File: src/rtl/fmps_write_link.sv
// fmps_write_link: builds one FMPS packet (header, payload, checksum) per FA strobe
// and streams it onto an Aurora AXI4-Stream TX port under TREADY backpressure.
module fmps_write_link #(
   parameter int         INDEX_WIDTH = 5,
   parameter int         DATA_WORDS  = 2,
   parameter logic [7:0] MAGIC       = 8'hA5
) (
   input  logic                       auClk,
   input  logic                       auReset,
   input  logic                       auFAstrobe,
   input  logic                       auFMPSinhibit,
   input  logic [INDEX_WIDTH-1:0]     fmpsIndex,
   input  logic                       fmpsEnabled,
   input  logic [32*DATA_WORDS-1:0]   fmpsData,
   output logic                       TVALID,
   input  logic                       TREADY,
   output logic                       TLAST,
   output logic [31:0]                TDATA,
   output logic                       auSentStrobe,
   output logic                       auInhibitStrobe,
   output logic                       auOverrunStrobe,
   output logic [7:0]                 auSeqno,
   output logic                       auBusy
);
   typedef enum logic [1:0] {IDLE, HEADER, PAYLOAD, CHECKSUM} state_t;
   state_t                    r_state;
   logic                      r_tvalid, r_tlast, r_sent, r_inh, r_ovr;
   logic [31:0]               r_tdata, r_sum;
   logic [7:0]                r_seqno;
   logic [3:0]                r_cnt;
   logic [32*DATA_WORDS-1:0]  r_data;
   logic                      w_hs, w_end, w_open, w_accept, w_inhibit, w_overrun;
   logic [31:0]               w_sum_next;
   logic [32*DATA_WORDS-1:0]  w_data_next;
   assign w_hs        = r_tvalid & TREADY;
   assign w_end       = (r_state == CHECKSUM) & w_hs;
   // a strobe may start a packet when idle or on the very cycle the last word leaves
   assign w_open      = (r_state == IDLE) | w_end;
   assign w_accept    = auFAstrobe & ~auFMPSinhibit & w_open;
   assign w_inhibit   = auFAstrobe & auFMPSinhibit & w_open;
   assign w_overrun   = auFAstrobe & ~w_open;
   assign w_sum_next  = r_sum + r_tdata;
   assign w_data_next = r_data >> 32;
   always_ff @(posedge auClk) begin
      if (auReset) begin
         r_state  <= IDLE;
         r_tvalid <= 1'b0;
         r_tlast  <= 1'b0;
         r_tdata  <= '0;
         r_sum    <= '0;
         r_seqno  <= '0;
         r_cnt    <= '0;
         r_data   <= '0;
         r_sent   <= 1'b0;
         r_inh    <= 1'b0;
         r_ovr    <= 1'b0;
      end else begin
         r_sent <= w_end;
         r_inh  <= w_inhibit;
         r_ovr  <= w_overrun;
         if (w_accept) begin
            r_state  <= HEADER;
            r_tvalid <= 1'b1;
            r_tlast  <= 1'b0;
            r_tdata  <= {MAGIC, fmpsEnabled, 7'd0, 8'(fmpsIndex), r_seqno};
            r_data   <= fmpsData;
            r_sum    <= '0;
            r_cnt    <= '0;
            r_seqno  <= r_seqno + 8'd1;
         end else if (w_hs) begin
            case (r_state)
               HEADER: begin
                  r_state <= PAYLOAD;
                  r_sum   <= w_sum_next;
                  r_tdata <= r_data[31:0];
               end
               PAYLOAD: begin
                  r_sum <= w_sum_next;
                  if (r_cnt == 4'(DATA_WORDS - 1)) begin
                     r_state <= CHECKSUM;
                     r_tlast <= 1'b1;
                     r_tdata <= -w_sum_next;
                  end else begin
                     r_cnt   <= r_cnt + 4'd1;
                     r_tdata <= w_data_next[31:0];
                     r_data  <= w_data_next;
                  end
               end
               default: begin
                  r_state  <= IDLE;
                  r_tvalid <= 1'b0;
                  r_tlast  <= 1'b0;
               end
            endcase
         end
      end
   end
   assign TVALID          = r_tvalid;
   assign TLAST           = r_tlast;
   assign TDATA           = r_tdata;
   assign auSentStrobe    = r_sent;
   assign auInhibitStrobe = r_inh;
   assign auOverrunStrobe = r_ovr;
   assign auSeqno         = r_seqno;
   assign auBusy          = r_state != IDLE;
endmodule
File: config.mk
export PLATFORM = sky130hd
export DESIGN_NAME = fmps_write_link
export DESIGN_NICKNAME = d
export VERILOG_FILES = /design/src/rtl/fmps_write_link.sv
export SDC_FILE = /design/constraint.sdc
export NUM_CORES = 1
export LEC_CHECK = 0
export CAP_MARGIN = 30
export CORE_MARGIN = 2
export CORE_UTILIZATION = 25
export CTS_CLUSTER_DIAMETER = 120
export DETAILED_ROUTE_END_ITERATION = 6
export GPL_TIMING_DRIVEN = 0
export PLACE_DENSITY = 0.5
export SLEW_MARGIN = 20
export SYNTH_ARGS = -nofsm -noshare
export SYNTH_HDL_FRONTEND = slang
export SYNTH_SLANG_ARGS = --single-unit
File: constraint.sdc
create_clock -name auClk -period 9.28 [get_ports auClk]
set_clock_uncertainty 0.05 [all_clocks]
set_input_delay 1.392 -clock auClk [delete_from_list [all_inputs] [get_ports auClk]]
set_output_delay 1.392 -clock auClk [all_outputs]
set_load 0.01 [all_outputs]
==> impl_metrics.ini <==
[place]
detailedPlacementHpwl_mm = 28.40
placedCellCount = 1816
buffer_ports.inserted = 119
gpl.final_weighted_congestion = 0.8787

[worst_setup_path]
critPathBufInv = 0
worst-endpoint-required_ps = 9540
crit_fanout = 9
cp_slowest_stage_delay_ps = 580
worstPathCellList = ha_1 > fa_1 > a21o_1 > a221oi_2 > o21bai_1 > a32oi_1 > or4b_4 > nor4_4 > nand3_4 > or4_1 > a31oi_1 > a21oi_1
arrival_time_at_the_worst_endpoint_ps = 4760
worstReg2RegEnd = TDATA[25]
ff2ff_path_depth = 12
cpLargestDelayFamily = simple AND/OR/NAND/NOR gates
reg2reg_setup_slack_ps = 4770
timing.setup.critical_path_class = flop to flop
critical_path.endpoint_type = flop
start_point_of_the_critical_path = TDATA[0]
timing.critical_path.depth = 12
reg2reg_from = TDATA[0]
worst_setup_path_start_kind = flop
cpMaxStageDelayCell = nor4_4

[yosys]
syn_avg_cell_area_sq_um = 7.452
synthSimpleGateAreaFrac = 0.2486
post_synth_mux_area_share = 0.007787
sequential_to_total_area_share_from_yosys_stat = 0.3213
synth_ff_type = dfxtp_1
synthCells = 1229
synth_compound_gate_area_share = 0.2712
postSynthRegisterBits = 147
async_flop_share = 0
ys.warnings.count = 0
combinational_family_with_the_most_area_after_synthesis = compound AO/OA/AOI/OAI gates
post_synth_xor_area_fraction = 0.04454
synth_fa_ha_area_frac = 0.05546
syn-cell-area_sq_um = 9159
synthDistinctLibCells = 77
mappedNetlistNets = 1344
synth-edff-count = 0

[floorplan]
die_h_um = 195.4
initial_utilization = 0.2520
die-area_sq_um = 38180
rows = 70
coreArea_sq_um = 36350
die-width_um = 195.4
top_level_ports = 121

[hold_path]
hold_end = r_sum[9]
timing.hold.worst_path_depth = 2
min-delay-path-class = flop to flop
hold_startpoint = r_sum[9]

[layout]
mostFrequentLayoutCells = nand2_1 (232), dfxtp_1 (147), a21oi_1 (129), clkdlybuf4s50_1 (119), nor2_1 (118)
area_delta_synth_final_pct = 25.71
design.final.nets = 1483
mostFrequentLayoutCell = nand2_1
final_util = 0.3168
final_cells = 1849
insertedDiodeCount = 0
total_of_fill_cells_in_the_finished_design = 3936
layout-drive-gt1-share = 0.04707

[route]
vias_per_cell = 5.116
antenna_violating_nets_post_route = 0
initialDrtViolationCount = 581
drc_errors = 0
via_count = 9459
drt-pass1-iter-count = 5
wl_per_cell_um = 19.44
totalWireLength_mm = 35.95

[clock_network]
ctsLongestPathBuffers = 2
numClockSinks = 147
cts.repair.resized = 0
cts_tree = yes
clock_insertion_delay_worst_skew_ps = 440
cts_htree_levels = 4
cts.repair_timing.setup_buffer_count = 0
cts_hold_buf = 0
clock_tree.root_cell = clkbuf_16
clk_transition_reported_paths_ps = 60
cts_buffers = 17

[timing]
min_period_over_period = 0.4859
report.final.slew_viol_count = 0
grt_setup_unrepaired = no
worst_slew_pin_slew_ps = 870.9
achievable-frequency_mhz = 221.8
setup_viol = 0
post-route-min-period_ps = 4509
timing.slew.headroom = 0.4159
timing_hold_violations_final = 0
setup_tns_ps = 0

[power_and_ir_drop]
powerDensity_nw_per_um2 = 139.7
irDropWorstVdd_uv = 132.5
cellLeakagePower_nw = 4.003
sum_of_internal_switching_and_leakage_power_mw = 1.609

[global_routing]
antenna_violations_before_repair = 0
grt.overflow.total = 0
grt.total_usage = 0.1886
number_of_global_route_vias_before_repair = 9270
grt_start_max_net_pins = 17
grt_first_pass_wirelength_mm = 55.39

[run_status]
outcome = completed

[flow_run]
drv.max_cap_violation_count = 0
==> logic make-up (layout without fill, tap and decap cells) <==
group	Yosys count	count (layout)
simple gates	506	506
compound gates	370	370
flops	147	147
buf+inv	114	266
xor+xnor	45	45
fa+ha+maj	40	40
mux	7	7
==> per-layer routing <==
layer,GRT usage,vias to the layer above,share of wire
li1,-,4717,-
met1,0.2572,4495,0.49
met2,0.3144,212,0.46
met3,0.02470,35,0.036
met4,0.04665,0,0.017
met5,0,-,0
==> worst min-delay path, delay by kind of cell, from the launching register on <==
family / cells / cell delay, ps
AO/OA/AOI/OAI: 1 / 50
flip-flops: 1 / 310
AND/OR/NAND/NOR: 1 / 50
==> how the worst max path moves through the flow <==
stage | to | slack, ps
after floorplan | TDATA[25] | 5370
after global placement | TDATA[12] | 4630
after detailed placement | TDATA[12] | 4680
after CTS | TDATA[26] | 4770
after global routing | TDATA[26] | 4520
final | TDATA[25] | 4770
==> synthesized netlist by cell type, types with 8 or more instances <==
cell	n	area, sq um
and2_1	11	68.82
buf_1	12	45.04
a21o_1	19	142.6
nand3_1	53	265.3
dfxtp_1	147	2943
nor3_1	21	105.1
xnor2_1	23	201.4
a211oi_1	25	187.7
xor2_1	21	183.9
nand4_1	13	81.33
o21bai_1	8	60.06
a31oi_1	9	56.30
o211ai_1	38	285.3
buf_2	8	40.04
clkbuf_1	68	255.2
a21oi_1	129	645.6
and3_1	9	56.30
o21ai_0	41	205.2
or3_1	8	50.05
nand2_1	232	870.8
nor2_1	118	442.9
inv_1	22	82.58
ha_1	39	488.0
a311oi_1	42	367.9
==> power breakdown <==
group / switching [mW] / internal [mW] / leakage, nW
clock: 0.293 / 0.396 / 0.263
combinational: 0.139 / 0.101 / 2.54
sequential: 0.0245 / 0.655 / 1.20
total: 0.457 / 1.15 / 4.00
==> area by class of cell <==
cell class	instances	area (sq um)	share of cell area
Multi-Input combinational cell	968	5748	0.4992
Tap cell	468	585.6	0.05086
Clock inverter	12	133.9	0.01163
Sequential cell	147	2943	0.2556
Inverter	22	82.58	0.007172
Timing Repair Buffer	120	1199	0.1041
Clock buffer	20	436.7	0.03793
Buffer	92	385.4	0.03347
==> state kept, by name, indices dropped and copies added, names as in the netlist <==
signal,cells
r_cnt,4
r_state,2
TLAST,1
auInhibitStrobe,1
r_sum,32
auSentStrobe,1
r_data,64
auOverrunStrobe,1
TVALID,1
TDATA,32
auSeqno,8
==> per-stage QoR <==
step	cell area, sq um	setup slack, ps	hold WS, ps
2_1_floorplan	9159	5371	390.0
6_report	11510	4771	410.8
3_3_place_gp	10940	4627	397.3
3_5_place_dp	10940	4681	403.4
4_1_cts	11510	4772	411.9
5_1_grt	11510	4519	428.8
Note: power is estimated with default switching activity, not from simulation.
